$ cat config.mk
export PLATFORM = sky130hd
export DESIGN_NAME = keypad_scan_4x4_flat
export DESIGN_NICKNAME = d
export VERILOG_FILES = /design/src/rtl/keypad_scan_4x4_pkg.sv /design/src/rtl/keypad_scan_4x4_if.sv /design/src/rtl/keypad_scan_4x4_scan_tick_gen.sv /design/src/rtl/keypad_scan_4x4.sv /design/src/flat_wrapper.sv
export SDC_FILE = /design/constraint.sdc
export NUM_CORES = 1
export LEC_CHECK = 0
export ABC_AREA = 1
export BUFFER_PORTS_ARGS = -buffer_cell sky130_fd_sc_hd__buf_2
export CORE_MARGIN = 10
export CORE_UTILIZATION = 40
export CTS_CLUSTER_SIZE = 14
export DETAILED_ROUTE_END_ITERATION = 6
export GPL_TIMING_DRIVEN = 0
export HOLD_SLACK_MARGIN = 0.02
export SYNTH_ARGS = -nofsm -noshare
export SYNTH_HDL_FRONTEND = slang
export SYNTH_SLANG_ARGS = --single-unit
export TNS_END_PERCENT = 10
$ cat constraint.sdc
create_clock -name CLK -period 2.2 [get_ports CLK]
set_input_delay 0.11 -clock CLK [delete_from_list [all_inputs] [get_ports CLK]]
set_output_delay 0.11 -clock CLK [all_outputs]
set_load 0.05 [all_outputs]
$ cat src/rtl/keypad_scan_4x4_pkg.sv
// Shared types, sizes and helpers for the 4x4 hex keypad scanner.
package keypad_pkg;

  localparam int KEY_W = 4;
  localparam int NCOL  = 4;
  localparam int NROW  = 4;

  // Row returns with no key pulling any row down.
  localparam logic [NROW-1:0] ALL_HIGH = 4'b1111;

  typedef enum logic [1:0] {
    SCAN     = 2'd0,
    DEBOUNCE = 2'd1,
    HOLD     = 2'd2,
    RELEASE  = 2'd3
  } kp_state_e;

  // True when exactly one row return is pulled low.
  function automatic logic one_low(input logic [NROW-1:0] rows);
    int zeros;
    zeros = 0;
    for (int i = 0; i < NROW; i++) begin
      if (!rows[i]) zeros++;
    end
    return (zeros == 1);
  endfunction

  // Index of the (single) low row in a one-low pattern.
  function automatic logic [1:0] low_idx(input logic [NROW-1:0] rows);
    logic [1:0] idx;
    idx = 2'd0;
    for (int i = 0; i < NROW; i++) begin
      if (!rows[i]) idx = 2'(i);
    end
    return idx;
  endfunction

  // Hex code of a key at (row, col).
  function automatic logic [KEY_W-1:0] key_code(input logic [1:0] row,
                                                input logic [1:0] col);
    return KEY_W'(row) * KEY_W'(NCOL) + KEY_W'(col);
  endfunction

endpackage

$ cat src/rtl/keypad_scan_4x4_if.sv
// Keypad-side and consumer-side signal bundle of the keypad scanner.
interface keypad_scan_4x4_if;
  import keypad_pkg::*;

  logic [NROW-1:0]  ROW;
  logic [NCOL-1:0]  COL;
  logic [KEY_W-1:0] KEY;
  logic             KEY_VALID;
  logic             KEY_HELD;

  // Environment side: keypad drives rows, consumer reads key outputs.
  modport master (output ROW, input COL, KEY, KEY_VALID, KEY_HELD);
  // Scanner side.
  modport slave  (input ROW, output COL, KEY, KEY_VALID, KEY_HELD);

endinterface

$ cat src/rtl/keypad_scan_4x4_scan_tick_gen.sv
// Free-running prescaler: one-cycle tick every DIV clocks.
module scan_tick_gen #(
  parameter int DIV = 1024
) (
  input  logic CLK,
  input  logic RST_N,
  output logic tick
);

  localparam int            CW   = (DIV > 1) ? $clog2(DIV) : 1;
  localparam logic [CW-1:0] LAST = CW'(DIV - 1);

  logic [CW-1:0] r_cnt;

  // Count 0..DIV-1 and wrap.
  always_ff @(posedge CLK or negedge RST_N) begin
    if (!RST_N) begin
      r_cnt <= '0;
    end else if (r_cnt == LAST) begin
      r_cnt <= '0;
    end else begin
      r_cnt <= r_cnt + CW'(1);
    end
  end

  assign tick = (r_cnt == LAST);

endmodule

$ cat src/rtl/keypad_scan_4x4.sv
// 4x4 hex keypad scanner: walks an active-low column drive, debounces the
// row returns and reports each accepted key with a one-cycle strobe.
module keypad_scan_4x4
  import keypad_pkg::*;
#(
  parameter int SCAN_DIV       = 1024,
  parameter int DEBOUNCE_SCANS = 4
) (
  input logic             CLK,
  input logic             RST_N,
  keypad_scan_4x4_if.slave kp
);

  localparam int               CNT_W    = $clog2(DEBOUNCE_SCANS + 1);
  localparam logic [CNT_W-1:0] CNT_DONE = CNT_W'(DEBOUNCE_SCANS);

  logic             w_tick;
  logic [NROW-1:0]  r_sync1, r_sync2;
  kp_state_e        r_state, w_state_nxt;
  logic [1:0]       r_col_idx, w_col_nxt;
  logic [NROW-1:0]  r_pat, w_pat_nxt;
  logic [CNT_W-1:0] r_deb_cnt, w_deb_nxt;
  logic [CNT_W-1:0] r_rel_cnt, w_rel_nxt;
  logic [KEY_W-1:0] r_key, w_key_nxt;
  logic             r_key_valid, w_valid_nxt;
  logic             r_key_held, w_held_nxt;

  scan_tick_gen #(.DIV(SCAN_DIV)) u_tick (
    .CLK   (CLK),
    .RST_N (RST_N),
    .tick  (w_tick)
  );

  // Two-stage synchronizer for the asynchronous row returns.
  always_ff @(posedge CLK or negedge RST_N) begin
    if (!RST_N) begin
      r_sync1 <= ALL_HIGH;
      r_sync2 <= ALL_HIGH;
    end else begin
      r_sync1 <= kp.ROW;
      r_sync2 <= r_sync1;
    end
  end

  // State, column, counters and key outputs.
  always_ff @(posedge CLK or negedge RST_N) begin
    if (!RST_N) begin
      r_state     <= SCAN;
      r_col_idx   <= 2'd0;
      r_pat       <= ALL_HIGH;
      r_deb_cnt   <= '0;
      r_rel_cnt   <= '0;
      r_key       <= '0;
      r_key_valid <= 1'b0;
      r_key_held  <= 1'b0;
    end else begin
      r_state     <= w_state_nxt;
      r_col_idx   <= w_col_nxt;
      r_pat       <= w_pat_nxt;
      r_deb_cnt   <= w_deb_nxt;
      r_rel_cnt   <= w_rel_nxt;
      r_key       <= w_key_nxt;
      r_key_valid <= w_valid_nxt;
      r_key_held  <= w_held_nxt;
    end
  end

  // Next-state decisions, taken only on scan ticks; the column stays frozen
  // on the pressed key from first detection until the release is debounced.
  always_comb begin
    w_state_nxt = r_state;
    w_col_nxt   = r_col_idx;
    w_pat_nxt   = r_pat;
    w_deb_nxt   = r_deb_cnt;
    w_rel_nxt   = r_rel_cnt;
    w_key_nxt   = r_key;
    w_valid_nxt = 1'b0;
    w_held_nxt  = r_key_held;
    if (w_tick) begin
      case (r_state)
        SCAN: begin
          if (one_low(r_sync2)) begin
            w_pat_nxt = r_sync2;
            if (DEBOUNCE_SCANS == 1) begin
              w_key_nxt   = key_code(low_idx(r_sync2), r_col_idx);
              w_valid_nxt = 1'b1;
              w_held_nxt  = 1'b1;
              w_state_nxt = HOLD;
            end else begin
              w_deb_nxt   = CNT_W'(1);
              w_state_nxt = DEBOUNCE;
            end
          end else begin
            // Idle or ghosted (several rows low): keep walking the columns.
            w_col_nxt = r_col_idx + 2'd1;
          end
        end
        DEBOUNCE: begin
          if (r_sync2 == r_pat) begin
            w_deb_nxt = r_deb_cnt + CNT_W'(1);
            if (w_deb_nxt == CNT_DONE) begin
              w_key_nxt   = key_code(low_idx(r_pat), r_col_idx);
              w_valid_nxt = 1'b1;
              w_held_nxt  = 1'b1;
              w_state_nxt = HOLD;
            end
          end else begin
            w_deb_nxt   = '0;
            w_col_nxt   = r_col_idx + 2'd1;
            w_state_nxt = SCAN;
          end
        end
        HOLD: begin
          if (r_sync2 == ALL_HIGH) begin
            if (DEBOUNCE_SCANS == 1) begin
              w_held_nxt  = 1'b0;
              w_col_nxt   = r_col_idx + 2'd1;
              w_state_nxt = SCAN;
            end else begin
              w_rel_nxt   = CNT_W'(1);
              w_state_nxt = RELEASE;
            end
          end
        end
        RELEASE: begin
          if (r_sync2 == ALL_HIGH) begin
            w_rel_nxt = r_rel_cnt + CNT_W'(1);
            if (w_rel_nxt == CNT_DONE) begin
              w_held_nxt  = 1'b0;
              w_col_nxt   = r_col_idx + 2'd1;
              w_state_nxt = SCAN;
            end
          end else begin
            w_rel_nxt   = '0;
            w_state_nxt = HOLD;
          end
        end
        default: w_state_nxt = SCAN;
      endcase
    end
  end

  assign kp.COL       = ~(NCOL'(1) << r_col_idx);
  assign kp.KEY       = r_key;
  assign kp.KEY_VALID = r_key_valid;
  assign kp.KEY_HELD  = r_key_held;

endmodule
$ cat src/flat_wrapper.sv
// flat-port wrapper written by rule: the top's interface ports become plain ports
module keypad_scan_4x4_flat import keypad_pkg::*;
#(
  parameter int SCAN_DIV       = 1024,
  parameter int DEBOUNCE_SCANS = 4
)
  (CLK, RST_N, kp_ROW, kp_COL, kp_KEY, kp_KEY_VALID, kp_KEY_HELD);
  keypad_scan_4x4_if kp_i ();
  input logic CLK;
  input logic RST_N;
  input wire logic [$bits(kp_i.ROW)-1:0] kp_ROW;
  output wire logic [$bits(kp_i.COL)-1:0] kp_COL;
  output wire logic [$bits(kp_i.KEY)-1:0] kp_KEY;
  output wire logic [$bits(kp_i.KEY_VALID)-1:0] kp_KEY_VALID;
  output wire logic [$bits(kp_i.KEY_HELD)-1:0] kp_KEY_HELD;
  assign kp_i.ROW = kp_ROW;
  assign kp_COL = kp_i.COL;
  assign kp_KEY = kp_i.KEY;
  assign kp_KEY_VALID = kp_i.KEY_VALID;
  assign kp_KEY_HELD = kp_i.KEY_HELD;
  keypad_scan_4x4 #(.SCAN_DIV(SCAN_DIV), .DEBOUNCE_SCANS(DEBOUNCE_SCANS)) u_core (.CLK(CLK), .RST_N(RST_N), .kp(kp_i));
endmodule
* Word level (Yosys, flattened, before mapping)
Index checks and enable logic that the tools add are counted.
** Word-level totals
- Bits in registers :: 38
- Input port bits :: 6
- Word-level logic and storage cells :: 99
- Output and inout port bits :: 10
** Operators by class
- Reduce and logical (&&, ||, !) cells :: 12
- Shift operators :: 1
- Equal/unequal tests :: 19
- Bitwise gates (word level) :: 1
- Multiplexer cells :: 47
- Add/sub/neg operators :: 8
** Operators by type and width (number)
- $mux 32 :: 11
- $add 32x2->32 const B :: 3
- $eq 32x2->1 const B :: 1
- $mux 2 :: 16
- $mux 3 :: 4
- $ne 2x1->1 const B :: 6
- $pmux 3 s2 :: 2
- $reduce_and 6->1 :: 2
- $add 10x1->10 const B :: 1
- $eq 10x10->1 const B :: 1
- $mux 1 :: 10
- $mux 10 :: 1
- $reduce_and 3->1 :: 3
- $pmux 2 s4 :: 1
- $add 3x1->3 const B :: 2
- $eq 3x3->1 const B :: 2
- $ne 3x3->1 const B :: 2
- $pmux 2 s3 :: 1
- $reduce_bool 2->1 :: 3
- $reduce_and 5->1 :: 1
- $add 4x2->4 :: 1
- $eq 2x2->1 const B :: 2
- $eq 4x4->1 :: 1
- $eq 4x4->1 const B :: 1
- 9 further kinds :: 10

* Longest topological paths before layout
- Depth in word-level cells :: 18
- Mapped depth :: 16
- Gate-level depth less buffers :: 16

* By module
Synthesis repeated with hierarchy kept, for this count alone.
** Second synthesis, totals
- Cell total of the unflattened synthesis :: 249
- Area, all modules :: 2153.3 µm²
** Modules (own cells, without submodules)
- keypad_scan_4x4 :: instances 1, cells an instance 191, area each 1620.3 µm²
- scan_tick_gen :: instances 1, cells an instance 58, area each 533.0 µm²

* Worst setup path after synthesis
Ideal clock, no wire load.
- Path kind :: register to register
- Start point :: reg u_core.r_sync2[0]
- End point :: reg u_core.r_deb_cnt[2]
- Stages on the path, launching flop included :: 16
- Data required time :: 2.079 ns
- Slack :: 0.114 ns
- Library setup time :: 0.121 ns
- Path buffers :: 0
- Arrival time :: 1.965 ns
- Cells stage by stage :: dfstp_2 > inv_1 > ha_1 > inv_1 > nand2_1 > nand2_1 > inv_1 > ha_1 > nor2_1 > nand2_1 > o21ai_1 > nand2_1 > nand2_1 > nand2_1 > nand2_1 > o21ai_1
** On the way
- Longest elaborated chain between the ends :: 18
- Elaborated cells between the ends (all ways) :: 21
** RTL lines
- start: declaration :: RTL line keypad_scan_4x4.sv:18 : logic [NROW-1:0] r_sync1, r_sync2;
- start signal: assignment :: RTL line keypad_scan_4x4.sv:41 : r_sync2 <= r_sync1;
- $mux 1 :: RTL line keypad_scan_4x4_pkg.sv:23 : if (!rows[i]) zeros++;
- $mux 32 :: RTL line keypad_scan_4x4.sv:80 : case (r_state)
- $mux 32 :: RTL line keypad_scan_4x4.sv:79 : if (w_tick) begin
- $add 32x2->32 :: RTL line keypad_scan_4x4_pkg.sv:23
- $mux 32 :: RTL line keypad_scan_4x4_pkg.sv:23
- $mux 32 :: RTL line keypad_scan_4x4.sv:80
- $mux 32 :: RTL line keypad_scan_4x4.sv:79
- $add 32x2->32 :: RTL line keypad_scan_4x4_pkg.sv:23
- (+2 left out)
- $mux 32 :: RTL line keypad_scan_4x4.sv:79
- $add 32x2->32 :: RTL line keypad_scan_4x4_pkg.sv:23
- $mux 32 :: RTL line keypad_scan_4x4_pkg.sv:23
- $mux 32 :: RTL line keypad_scan_4x4.sv:80
- $mux 32 :: RTL line keypad_scan_4x4.sv:79
- $eq 32x2->1 :: RTL line keypad_scan_4x4_pkg.sv:25 : return (zeros == 1);
- $ne 2x1->1 (no line)
- $reduce_and 3->1 (no line)
- end signal: assignment :: RTL line keypad_scan_4x4.sv:60 : r_deb_cnt <= w_deb_nxt;
- end: declaration :: RTL line keypad_scan_4x4.sv:22 : logic [CNT_W-1:0] r_deb_cnt, w_deb_nxt;
Parallel ways exist; a longest one is shown, timed or not. The select of a mux whose other input is x is not followed.
A chain may end at the register's enable or synchronous reset.

* Final worst setup path
- Start point :: reg u_core.r_sync2[1]
- End point :: reg u_core.r_pat[0]
** On the way
- Longest elaborated chain between the ends :: 13
** RTL lines
- $mux 32 * :: RTL line keypad_scan_4x4_pkg.sv:23
- $mux 32 * :: RTL line keypad_scan_4x4.sv:80
- $mux 32 * :: RTL line keypad_scan_4x4.sv:79
- $add 32x2->32 :: RTL line keypad_scan_4x4_pkg.sv:23
- $mux 32 * :: RTL line keypad_scan_4x4_pkg.sv:23
- $mux 32 * :: RTL line keypad_scan_4x4.sv:80
- $mux 32 * :: RTL line keypad_scan_4x4.sv:79
- $add 32x2->32 :: RTL line keypad_scan_4x4_pkg.sv:23
- $mux 32 * :: RTL line keypad_scan_4x4_pkg.sv:23
- $mux 32 * :: RTL line keypad_scan_4x4.sv:80
- $mux 32 * :: RTL line keypad_scan_4x4.sv:79
- $eq 32x2->1 * :: RTL line keypad_scan_4x4_pkg.sv:25
- $reduce_and 3->1 (no line) *
- end signal: assignment :: RTL line keypad_scan_4x4.sv:59 : r_pat <= w_pat_nxt;
- end: declaration :: RTL line keypad_scan_4x4.sv:21 : logic [NROW-1:0] r_pat, w_pat_nxt;
Every way passes the cells marked *; elsewhere a longest branch is shown, timed or not. The select of a mux whose other input is x is not followed.

==> results by group <==
STA
  – Slew @ Worst Pin: 0.8165 ns
  – Clock skew: 0.003918 ns
  – RSZ-0062 raised after global routing: no
  – Hold Vio Cnt, Final: 0
  – Post-route clock period utilization: 91.61%
  – Final Max Tran Viols: 0
  – Fmax: 0.4961 GHz
  – # setup viols final: 0
  – Fin crit period: 2.016 ns
  – Rel. slew slack: 45.57%

Critical path
  – Critical path class: reg -> reg
  – Crit. End Element: flop
  – Slowest cell on crit path: dfstp_2
  – Worst Setup Start Kind: flop
  – Worst R2R Setup Slack: 0.18 ns
  – CP max FO: 8
  – Critical path, cell by cell: inv_2 -> ha_4 -> inv_2 -> nand2_2 -> nand2_2 -> inv_2 -> ha_4 -> nor2_1 -> nand2_1 -> o21ai_2 -> nand3_2 -> nor2_4 -> nand2_1 -> o21ai_0
  – Crit-path max cell delay: 0.55 ns
  – WP data arrival: 2.22 ns
  – Critical Path RT: 2.41 ns
  – Most common cell on crit path: inv_2
  – RR Startpoint: u_core.r_sync2[1]
  – Worst setup path start: u_core.r_sync2[1]

Synthesis
  – Syn_area_per_cell: 8.247 sq um
  – Syn Nets: 260
  – Synth area leader: dfrtp_1
  – Number of synthesized register bits: 38
  – Synth Flop Type: dfrtp_1
  – Synthesized area: 1996 sq um
  – Largest cells by area after synthesis: dfrtp_1 33%, dfstp_2 16%, nand2_1 14%, ha_1 7.5%, inv_1 7.1%
  – Syn Inst Count: 242
  – Count of different cell masters after synthesis: 24
  – Yosys Warn Count: 0
  – Sequential element share of the synthesized area: 48.40%
  – Top cell type's share of synthesized area: 32.60%
  – Synth async-reset ratio: 100.0%
  – EDFF count, synth: 0

Clocking
  – Worst-path clk slew: 0.07 ns
  – Worst-case clock buffer depth: 2
  – Clock latency on the worst-skew pair: 0.29 ns
  – H-tree depth: 2
  – Root buffer cell: clkbuf_8
  – TritonCTS buffer count: 5
  – Clk sinks: 38
  – CTS tree: built

Detailed routing
  – Top layer in use: met4
  – First-pass iteration count of the detailed router: 4
  – Wirelength per Cell: 9.889 um
  – Met3 WL: 191 um
  – Final wirelength: 3.382 mm
  – Via count: 1488
  – M1 wire length: 1.741 mm
  – Initial detailed-routing violation count: 64
  – DR DRC count: 0
  – Vias/cell: 4.351
  – Antenna-violating nets left: 0
  – DR WL met2: 1.386 mm

Placement
  – Placed insts: 324
  – Port Buf Inserts: 15
  – Placed Area: 2155 sq um
  – DP Wirelength: 2.441 mm
  – RePlAce Congestion: 0.7664

GRT
  – GRT Residual Overflow: 0
  – All-Layer GR Usage: 8.667%
  – Initial antenna violation count: 0
  – Largest net degree at the start of global routing: 39
  – Global-route wire length before repair: 5.975 mm
  – Vias in the first global route: 1351

Layout
  – Nets: 292
  – Final std cells w/o fill: 342
  – Cell area after layout: 2412 sq um
  – Area added between synthesis and finish: 20.88%
  – Diode count: 0
  – Layout cells sized above 1: 24.73%
  – Finished Core Util: 50.41%

Min path
  – Min-Delay Path Class: reg -> reg
  – Hold path start: u_core.r_sync1[1]

Die
  – Initial cell density of the core: 41.70%
  – I/O Pins: 16
  – Die area: 8215 sq um
  – Die X-Extent: 90.64 um
  – Core area: 4786 sq um
  – Die H: 90.64 um
  – Floorplan row count: 25

Power
  – Total Power: 0.001384 W
  – Static Leak: 1.221 nW
  – PwrDens: 573.8 nW/um^2
  – Peak VDD IR: 0.0002985 V

Status
  – Status: finished clean

Job
  – Max-cap violations: 0
## cell usage after synthesis (2+ instances only)
master	count
ha_1	12
xnor2_1	3
nand2_1	75
nor2_1	15
o21ai_1	10
xor2_1	4
nor2_4	2
dfstp_2	12
a21oi_1	5
dfrtp_1	26
inv_1	38
nand3_2	2
nand3_1	16
nand2_2	2
nor2_2	3
o21ai_0	9
## cell type report
class | count | area, sq um
clock buffers | 5 | 68.82
clock inverters | 3 | 40.04
multi-input cells | 163 | 932.1
repair buffers | 25 | 162.7
plain buffers | 1 | 3.754
fillers | 457 | 2374
well taps | 67 | 83.83
inverters | 40 | 155.1
flip-flops and latches | 38 | 965.9
## placed cells by master, fill, tap and decap left out, types with 2 or more instances in the layout
cell type      synthesis  final
nand2_1               75     70
inv_1                 38     34
dfrtp_1               26     26
nand3_1               16     16
nor2_1                15     15
buf_2                  0     15
dfstp_2               12     12
o21ai_1               10     10
ha_1                  12      9
o21ai_0                9      8
nand2_2                2      7
inv_2                  1      5
a21oi_1                5      5
clkbuf_8               0      5
dlygate4sd3_1          0      5
buf_4                  0      5
xor2_1                 4      4
nor2_2                 3      3
ha_4                   0      3
nor2_4                 2      2
xnor2_1                3      2
nand3_2                2      2
clkinv_2               0      2
## per-stage QoR
| step | setup TNS [ns] | setup slack [ns] | hold WS (ns) |
|---|---|---|---|
| 5_1_grt | 0 | 0.02896 | 0.3612 |
| 3_5_place_dp | -0.3645 | -0.06740 | 0.2162 |
| 4_1_cts | 0 | 0.01708 | 0.3577 |
| 6_report | 0 | 0.1845 | 0.3566 |
| 3_3_place_gp | -0.1528 | -0.03402 | 0.2150 |
| 2_1_floorplan | 0 | 0.1144 | -0.1856 |
## worst max-delay path: cells and delay by family (launching register included)
family / cells / cell delay (ns)
flip-flops: 1 / 0.55
AND/OR/NAND/NOR: 7 / 0.62
buffers and inverters: 3 / 0.14
adder cells (fa/ha/maj): 2 / 0.45
AO/OA/AOI/OAI: 2 / 0.16
## where the power goes
| group | internal [W] | switching (W) | total, W |
|---|---|---|---|
| registers | 0.000712 | 0.00000550 | 0.000718 |
| logic | 0.0000412 | 0.0000539 | 0.0000951 |
| clock network | 0.000333 | 0.000238 | 0.000571 |
## cells by family (layout without fill, tap and decap cells)
| kind of cell | count (synthesis) | count (layout) | share of synthesized area [%] |
|---|---|---|---|
| xor gates and xnor gates | 7 | 7 | 3.072 |
| and+or+nand+nor | 119 | 119 | 26.58 |
| adders and majority gates | 12 | 12 | 7.523 |
| DFF | 38 | 38 | 48.40 |
| AOI/OAI and AO/OA | 25 | 25 | 6.457 |
| buffers and inverters | 41 | 74 | 7.962 |
## registers in the layout, summed over array words and instances, names as in the netlist
register,flops
u_core.u_tick.r_cnt,10
u_core.kp.KEY,4
u_core.r_pat,4
u_core.r_sync1,4
u_core.r_sync2,4
u_core.r_deb_cnt,3
u_core.r_rel_cnt,3
u_core.r_col_idx,2
u_core.r_state,2
u_core.kp.KEY_HELD,1
u_core.kp.KEY_VALID,1
## timing repair
action,in CTS,in global routing
setup endpoints to repair,7,10
gates resized for setup,3,13
hold buffers,5,0
setup buffers,3,2
pin swaps,1,7
hold endpoints to repair,30,0
## per-layer routing
layer	vias up	global-route usage, %
met2	24	12.56
met5	-	0
li1	814	-
met3	7	3.242
met1	643	11.09
met4	0	3.979
## worst paths after layout
| check | cells past startpoint | end |
|---|---|---|
| min in group asynchronous | 2 | u_core.r_rel_cnt[1] |
| setup / recovery | 14 | u_core.r_pat[0] |
| setup reg to reg | 14 | u_core.r_pat[0] |
| hold reg to reg | 0 | u_core.r_sync2[1] |
| hold / removal | 0 | u_core.r_sync2[1] |
| max in group asynchronous | 2 | u_core.kp.KEY[1] |
Power figures use the tool's default switching activity.
